$ cat src/rtl/assoc_cache.sv
// Set-associative, write-through, no-write-allocate data cache with multi-word
// line refill over a simple request/ready memory port.
module assoc_cache #(
   parameter int ADDR_WIDTH     = 32,
   parameter int DATA_WIDTH     = 32,
   parameter int SETS           = 16,
   parameter int WAYS           = 2,
   parameter int WORDS_PER_LINE = 4
) (
   input  logic                  clk,
   input  logic                  reset,
   input  logic                  cpu_read,
   input  logic                  cpu_write,
   input  logic [ADDR_WIDTH-1:0] cpu_addr,
   input  logic [DATA_WIDTH-1:0] cpu_wdata,
   output logic [DATA_WIDTH-1:0] cpu_rdata,
   output logic                  cpu_ready,
   output logic                  hit,
   output logic                  miss,
   output logic                  mem_read,
   output logic                  mem_write,
   output logic [ADDR_WIDTH-1:0] mem_addr,
   output logic [DATA_WIDTH-1:0] mem_wdata,
   input  logic [DATA_WIDTH-1:0] mem_rdata,
   input  logic                  mem_ready
);
   localparam int WOFF_W  = $clog2(WORDS_PER_LINE);
   localparam int IDX_W   = $clog2(SETS);
   localparam int IDX_LSB = 2 + WOFF_W;
   localparam int TAG_LSB = IDX_LSB + IDX_W;
   localparam int TAG_W   = ADDR_WIDTH - TAG_LSB;
   localparam int CNT_W   = (WOFF_W > 0) ? WOFF_W : 1;
   localparam int WAY_W   = (WAYS > 1) ? $clog2(WAYS) : 1;
   localparam logic [ADDR_WIDTH-1:0] LINE_MASK = ADDR_WIDTH'(WORDS_PER_LINE * 4 - 1);

   typedef enum logic [1:0] {IDLE, REFILL, WRITE, RESP} state_t;

   logic [DATA_WIDTH-1:0]           data_arr [SETS][WAYS][WORDS_PER_LINE];
   logic [TAG_W-1:0]                tag_arr  [SETS][WAYS];
   logic [SETS-1:0][WAYS-1:0]       valid;
   logic [SETS-1:0][WAY_W-1:0]      ptr;

   state_t                state, state_d;
   logic [IDX_W-1:0]      cur_idx, req_idx;
   logic [TAG_W-1:0]      cur_tag;
   logic [CNT_W-1:0]      cur_woff, req_woff, cnt;
   logic [ADDR_WIDTH-1:0] req_addr;
   logic [DATA_WIDTH-1:0] req_wdata;
   logic [WAYS-1:0]       way_hit;
   logic [WAY_W-1:0]      hit_way, inv_way, victim, way_q;
   logic                  any_hit, any_inv, hit_q, vict_valid_q, last_word;

   assign cur_idx = cpu_addr[TAG_LSB-1:IDX_LSB];
   assign cur_tag = cpu_addr[ADDR_WIDTH-1:TAG_LSB];
   assign req_idx = req_addr[TAG_LSB-1:IDX_LSB];

   generate
      if (WOFF_W > 0) begin : g_woff
         assign cur_woff = cpu_addr[IDX_LSB-1:2];
      end else begin : g_nowoff
         assign cur_woff = '0;
      end
      for (genvar w = 0; w < WAYS; w++) begin : g_way
         assign way_hit[w] = valid[cur_idx][w] && (tag_arr[cur_idx][w] == cur_tag);
      end
   endgenerate

   // Descending scan so the lowest-numbered matching/invalid way wins.
   always_comb begin
      hit_way = '0;
      inv_way = '0;
      any_inv = 1'b0;
      for (int w = WAYS - 1; w >= 0; w--) begin
         if (way_hit[WAY_W'(w)]) hit_way = WAY_W'(w);
         if (!valid[cur_idx][WAY_W'(w)]) begin
            inv_way = WAY_W'(w);
            any_inv = 1'b1;
         end
      end
      any_hit = |way_hit;
      victim  = any_inv ? inv_way : ((WAYS > 1) ? ptr[cur_idx] : '0);
   end

   assign last_word = (cnt == CNT_W'(WORDS_PER_LINE - 1));

   always_ff @(posedge clk or negedge reset) begin
      if (!reset) state <= IDLE;
      else        state <= state_d;
   end

   always_comb begin
      state_d = state;
      case (state)
         IDLE:    if (cpu_write)     state_d = WRITE;
                  else if (cpu_read) state_d = any_hit ? RESP : REFILL;
         REFILL:  if (mem_ready && last_word) state_d = RESP;
         WRITE:   if (mem_ready) state_d = RESP;
         RESP:    state_d = IDLE;
         default: state_d = IDLE;
      endcase
   end

   always_ff @(posedge clk or negedge reset) begin
      if (!reset) begin
         valid        <= '0;
         ptr          <= '0;
         cnt          <= '0;
         req_addr     <= '0;
         req_woff     <= '0;
         req_wdata    <= '0;
         way_q        <= '0;
         hit_q        <= 1'b0;
         vict_valid_q <= 1'b0;
         cpu_rdata    <= '0;
      end else begin
         case (state)
            IDLE: if (cpu_write || cpu_read) begin
               req_addr     <= cpu_addr & ~ADDR_WIDTH'(3);
               req_woff     <= cur_woff;
               req_wdata    <= cpu_wdata;
               hit_q        <= any_hit;
               cnt          <= '0;
               way_q        <= (cpu_write || any_hit) ? hit_way : victim;
               vict_valid_q <= !any_inv;
               if (!cpu_write && any_hit)
                  cpu_rdata <= data_arr[cur_idx][hit_way][cur_woff];
            end
            REFILL: if (mem_ready) begin
               cnt <= cnt + 1'b1;
               if (cnt == req_woff) cpu_rdata <= mem_rdata;
               // Line becomes visible only once every word has landed.
               if (last_word) begin
                  valid[req_idx][way_q] <= 1'b1;
                  if (WAYS > 1 && vict_valid_q) ptr[req_idx] <= ptr[req_idx] + 1'b1;
               end
            end
            default: ;
         endcase
      end
   end

   always_ff @(posedge clk) begin
      if (state == REFILL && mem_ready) begin
         data_arr[req_idx][way_q][cnt] <= mem_rdata;
         if (last_word) tag_arr[req_idx][way_q] <= req_addr[ADDR_WIDTH-1:TAG_LSB];
      end
      if (state == WRITE && mem_ready && hit_q)
         data_arr[req_idx][way_q][req_woff] <= req_wdata;
   end

   assign cpu_ready = (state == RESP);
   assign hit       = cpu_ready & hit_q;
   assign miss      = cpu_ready & ~hit_q;
   assign mem_read  = (state == REFILL);
   assign mem_write = (state == WRITE);
   assign mem_wdata = (state == WRITE) ? req_wdata : '0;

   always_comb begin
      mem_addr = '0;
      if (state == REFILL)     mem_addr = (req_addr & ~LINE_MASK) | (ADDR_WIDTH'(cnt) << 2);
      else if (state == WRITE) mem_addr = req_addr;
   end
endmodule

$ cat config.mk
export PLATFORM = sky130hd
export DESIGN_NAME = assoc_cache
export DESIGN_NICKNAME = d
export VERILOG_FILES = /design/src/rtl/assoc_cache.sv
export SDC_FILE = /design/constraint.sdc
export NUM_CORES = 2
export LEC_CHECK = 0
export BUFFER_PORTS_ARGS = -buffer_cell sky130_fd_sc_hd__buf_2
export CORE_MARGIN = 3
export CORE_UTILIZATION = 34
export DETAILED_ROUTE_END_ITERATION = 12
export MAX_ROUTING_LAYER = met4
export PLACE_DENSITY = 0.59
export SLEW_MARGIN = 30
export SYNTH_ARGS = -nofsm -noshare
export SYNTH_HDL_FRONTEND = slang
export SYNTH_MEMORY_MAX_BITS = 65536
export SYNTH_SLANG_ARGS = --single-unit
$ cat constraint.sdc
create_clock -name clk -period 9.9 [get_ports clk]
set_input_delay 1.98 -clock clk [delete_from_list [all_inputs] [get_ports clk]]
set_output_delay 1.98 -clock clk [all_outputs]
set_load 0.01 [all_outputs]
* Yosys cells after proc, flatten, opt, wreduce, memory -nomap -nowiden *
Memories as Yosys holds them, arrays and structs flattened.
Index checks and enable logic that the tools add are counted.

word-level totals
  bits in registers = 151
  bits in writable memories = 4864
  input port bits = 101
  output and inout port bits = 101
  memories kept = 2

operators by class
  add/sub/neg operators = 2
  order comparisons = 13
  eq/ne operators = 14
  multiplexer cells = 314
  bitwise logic cells = 266
  reductions and logical operators = 25

memories
  memory    words  width  rd ports  clocked after memory_dff  write ports  line  source
  data_arr  16     256    1         0                         1            38    logic [DATA_WIDTH-1:0] data_arr [SETS][WAYS][WORDS_PER_LINE];
  tag_arr   16     48     1         0                         1            39    logic [TAG_W-1:0] tag_arr [SETS][WAYS];

operators with widths
  kind                                                                           count
  128-bit two-way mux                                                            5
  256-bit two-way mux                                                            2
  32-bit two-way mux                                                             11
  1-bit two-way mux                                                              269
  128-bit demux with 1-bit select                                                2
  1-bit bitwise OR                                                               256
  32-bit demux with 2-bit select                                                 2
  32-bit binary-select mux with 2-bit select                                     1
  32-bit case mux with 2 select lines                                            1
  24-bit == test                                                                 2
  48-bit two-way mux                                                             1
  32-bit bitwise OR                                                              1
  32-bit by 4-bit bitwise OR with 32-bit output                                  1
  24-bit demux with 1-bit select                                                 1
  24-bit two-way mux                                                             1
  2-bit two-way mux                                                              9
  16-bit bitwise mux                                                             1
  1-bit logical AND                                                              12
  4-bit by 5-bit less-than comparator with 1-bit output (second input constant)  2
  3-bit >= comparator (second input constant)                                    3
  2-bit NOT with 3-bit output                                                    3
  3-bit AND reduction                                                            3
  1-bit binary-select mux with 4-bit select                                      2
  2-bit binary-select mux with 4-bit select                                      1
  30 further kinds                                                               42

* Depth between registers and ports, before layout *
  depth in word-level cells = 14
  depth in mapped cells = 17
  mapped depth without buffers = 10

* Worst setup path after synthesis *
Ideal clock, no wire load.

  path kind = input to register
  from = input port cpu_addr[4]
  to = register cpu_rdata[12]
  data arrival time = 5.295 ns
  data required time = 9.775 ns
  path slack = 4.480 ns
  cell stages on the path = 13
  buffers on the path = 4
  path through = buf_2 > buf_2 > buf_1 > mux4_2 > mux2i_1 > xor2_1 > nand4_1 > o31ai_1 > nand4_1 > or4_4 > o32ai_4 > buf_6 > mux2_2

on the way
  cells in the longest elaborated chain, start to end = 10

ends and longest elaborated chain
  item                                                    line  source
  from (decl)                                             14    input logic [ADDR_WIDTH-1:0] cpu_addr,
  memory read 16 x 256 bit                                -
  128-bit two-way mux (not written as such) (3 in a row)  126   cpu_rdata <= data_arr[cur_idx][hit_way][cur_woff];
  32-bit binary-select mux with 2-bit select              126
  32-bit two-way mux (not written as such) (2 in a row)   126
  32-bit two-way mux                                      125   if (!cpu_write && any_hit)
  32-bit two-way mux                                      117   IDLE: if (cpu_write || cpu_read) begin
  32-bit case mux with 2 select lines                     116   case (state)
  to (signal assigned)                                    126
  to (signal assigned)                                    130   if (cnt == req_woff) cpu_rdata <= mem_rdata;
  to (decl)                                               16    output logic [DATA_WIDTH-1:0] cpu_rdata,

Parallel ways exist; a longest one is shown, timed or not. The select of a mux whose other input is x is not followed.
A chain may end at the register's enable or synchronous reset.

* Final worst setup path *
  from = input port cpu_addr[5]
  to = register cpu_rdata[3]

Same word-level chain as after synthesis.

==> results.md <==
Status:
- The flow ran to the end, and the final reports show no timing, DRC or antenna violations.

Layout:
- The share of post-route cells with drive strength above 1 is 0.319.
- The multi-input combinational cell area is 23,700 sq um.
- In the final design database the tool counted 5,159 nets.
- The number of fillers in the final layout is 26,079.
- The design area is 115,000 sq um.
- The area overhead of the layout relative to synthesis is 15.4%.
- The sequential cells in the finished layout cover a total of 75,900 sq um.

STA:
- Setup repair after global routing left no endpoint under its margin.
- Setup violations remaining at the end of the flow were counted as 0.
- The count of endpoints failing hold in the final timing report is 0.
- The worst hold margin is 0.463 ns.
- The final critical-path share of the clock period is 0.601.
- The total negative setup slack is 0 ns.
- The final worst clock skew is 0.0762 ns.
- The max-slew violation total from the final report is 0.
- At the pin with the least slew margin, the transition time is 1.04 ns.
- The worst path needs 5.95 ns of the cycle, external delays included.
- Headroom to the max-slew limit came out at 0.307.
- Static timing analysis puts the maximum clock frequency at 0.168 GHz.

Setup path:
- STA classifies the critical path startpoint as an input port.
- The type of element capturing the critical path is a register.
- For flop-to-flop paths, the worst setup slack is 5.02 ns.
- The critical path is of the input port to register type.
- The worst path arrival time is 6.68 ns.
- The most critical setup path has its endpoint at cpu_rdata[3].
- STA puts the critical path data required time at 10.63 ns.
- Measured in cells, the most critical reg-to-reg path has a length of 10.
- The origin of the critical flop-to-flop path is state[1].
- The critical path starts at cpu_addr[5].
- The largest driver fanout on the critical path is 97.
- The reg-to-reg endpoint is cpu_rdata[6].

Power:
- Overall power consumption after layout is estimated at 25,500 uW.
- Power spread over the standard cell area amounts to 221 nW/um^2.
- The static leakage is 0.0366 uW.
- VDD sags by at most 230 uV.

Logic synthesis:
- The post-synthesis average cell area is 21.3 sq um.
- Synthesis instantiated 67 different standard cells from the library.
- The most used flip-flop cell after synthesis is sky130_fd_sc_hd__edfxtp_1.
- The flip-flop and latch count after synthesis is 2,547.
- The share of the Yosys chip area taken by registers is 0.758.
- The number of standard cells after synthesis is 4,691.
- The fraction of registers with async set or reset after synthesis is 0.0452.
- The synthesized netlist occupies a cell area of 100,000 sq um.
- In this run, synthesis inferred 2,432 flip-flops with an integrated enable.
- The total of warnings raised by yosys is 0.

Die:
- After floorplanning, the core was divided into 198 placement rows.
- The floorplan step set the die width to 549 microns.
- For this configuration, the core starts out at a cell density of 0.343.
- The die area is 301,000 sq um.
- The core region area is 292,000 sq um.
- The number of ports placed on the die boundary is 202.
- The die is 549 microns tall.

Clock network:
- The number of H-tree branching levels is 5.
- The clock tree from TritonCTS is done.
- In this run the clock root is driven by a sky130_fd_sc_hd__clkbuf_16.
- The clock latency on the worst-skew pair is 0.92 ns.
- TritonCTS created 275 clock buffers.
- The number of instances resized during post-cts repair is 0.
- The count of hold buffers inserted by post-cts repair is 0.
- The number of buffers inserted by post-CTS setup repair is 0.
- After clock tree synthesis, the clock-pin slew on the worst setup and hold paths is 0.06 ns.
- The number of sinks on the clock net is 2,547.
- The deepest clock path buffer count is 4.

Drt:
- The number of design-rule violations left by the first detailed-router iteration is 6,558.
- The mean routed wirelength per cell is 33.0 microns.
- The via count is 51,913.
- Using the TritonRoute via totals, the vias-per-cell ratio works out to 5.66.
- The pre-antenna-repair detailed-routing pass consisted of 5 iterations.
- The count of nets left with antenna violations once routing finished came out at 0.
- In the routed design, unresolved DRC markers number 0.
- The final layout contains routed wiring with a total length of 303,000 microns.

Global routing:
- The number of antenna violations at the first check in global routing came to 28.
- After global routing the overflow that remains totals 0.
- The wire length of the first global-routing pass is 418,000 microns.
- The maximum number of pins on one net before global-route repair is 109.
- The global routing usage summed across all routing layers is 0.204.
- The most used routing layer in global routing is met2.
- The global-route met3 utilization is 0.0345.
- For this run, global-route usage on met2 was measured as 0.316.
- The met1 routing resource usage after global routing is 0.272.
- The number of global-route vias before repair was 51,522.

Hold path:
- In this run the worst hold path is classified as register to register.
- The number of cells on the worst hold path is 1.

Placement:
- Once detailed placement completed, the half-perimeter wirelength came to 162,000 microns.
- In this run the cell area measured after placement is 107,000 sq um.
- The routability-driven placement congestion ratio is 0.812.
- The count of input and output buffers is 197.

Job:
- The number of maximum-capacitance violations is 0.
[worst max-delay path, cell delays in order]
cell and delay, ns:
sky130_fd_sc_hd__buf_8 0.38, sky130_fd_sc_hd__buf_12 0.51, sky130_fd_sc_hd__mux4_1 0.63, sky130_fd_sc_hd__mux4_2 0.48, sky130_fd_sc_hd__xnor2_1 0.14, sky130_fd_sc_hd__nand2_1 0.10, sky130_fd_sc_hd__or4_1 0.51, sky130_fd_sc_hd__or4_4 0.63
sky130_fd_sc_hd__o32ai_4 0.14, sky130_fd_sc_hd__buf_4 0.70, sky130_fd_sc_hd__mux2_2 0.42
[where the power goes]
group          leakage [uW]  internal (uW)  switching, uW
clock network       0.00422           5680           4280
logic               0.00914            900           1590
registers            0.0233          12300            719
[area by class of cell]
| type | instances | area share |
|---|---|---|
| Clock buffer | 357 | 0.0640 |
| Inverter | 13 | 0.000444 |
| Timing Repair Buffer | 341 | 0.0197 |
| Sequential cell | 2547 | 0.657 |
| Antenna cell | 14 | 0.000303 |
| Multi-Input combinational cell | 1872 | 0.205 |
| Tap cell | 3900 | 0.0423 |
| Clock inverter | 131 | 0.0107 |
[worst min path at each step]
stage               from         to  slack [ns]
3_5_place_dp   valid[12]  valid[12]        0.45
2_1_floorplan  valid[10]  valid[10]        0.43
6_report       valid[12]  valid[12]        0.46
3_3_place_gp   valid[26]  valid[26]        0.45
5_1_grt        valid[10]  valid[10]        0.48
4_1_cts         valid[8]   valid[8]        0.47
[cell families after synthesis]
family          synth area share
other cells            0.0000375
xor+xnor                 0.00289
simple gates              0.0246
buf+inv                   0.0126
fa+ha+maj                0.00100
mux                        0.179
compound gates            0.0219
flops                      0.758
[per-stage QoR]
stage                     cells  setup slack (ns)  utilization
after floorplan            4692              4.48            -
after global placement     8670              2.88        0.366
after detailed placement   8673              2.92        0.366
after CTS                  9161              3.85        0.395
after global routing       9170              3.74        0.396
final                      9175              3.95        0.396
[metal layers]
| layer | up-vias | part of all wire |
|---|---|---|
| li1 | 20337 | - |
| met1 | 28332 | 0.40 |
| met2 | 2662 | 0.47 |
| met3 | 582 | 0.086 |
| met4 | 0 | 0.042 |
| met5 | - | 0 |
[sequential cells by signal, indices dropped and copies added, names as in the netlist]
register,flops
req_addr,29
req_woff,1
req_wdata,32
state,2
data_arr,2048
hit_q,1
valid,16
cpu_rdata,32
cnt,2
tag_arr,384
[cell usage in the layout (no fill, tap or decap), types with 51 or more instances in the layout]
cell                        instances
sky130_fd_sc_hd__mux2i_1          153
sky130_fd_sc_hd__nand2_1          144
sky130_fd_sc_hd__edfxtp_1        2432
sky130_fd_sc_hd__clkbuf_16        279
sky130_fd_sc_hd__buf_4            132
sky130_fd_sc_hd__a22oi_1           64
sky130_fd_sc_hd__buf_2            191
sky130_fd_sc_hd__nor2_1            53
sky130_fd_sc_hd__mux4_2           605
sky130_fd_sc_hd__dfrtp_1          115
sky130_fd_sc_hd__mux2_2           231
sky130_fd_sc_hd__clkinv_1          51
sky130_fd_sc_hd__clkbuf_1          66
sky130_fd_sc_hd__nor2_4            82
[cells in the mapped netlist (all sizes together), types with 27 or more instances]
cell type	instances	area [sq um]
a21oi	50	250
a22oi	64	480
a31oi	27	169
and2	43	269
buf	168	865
clkbuf	92	345
dfrtp	115	2880
edfxtp	2432	73000
mux2	236	2660
mux2i	153	1530
mux4	607	13700
nand2	145	544
nand3	49	245
nor2	139	522
nor2b	52	325
o21ai	45	225
o22ai	28	175
(Power assumes the default switching activity.)
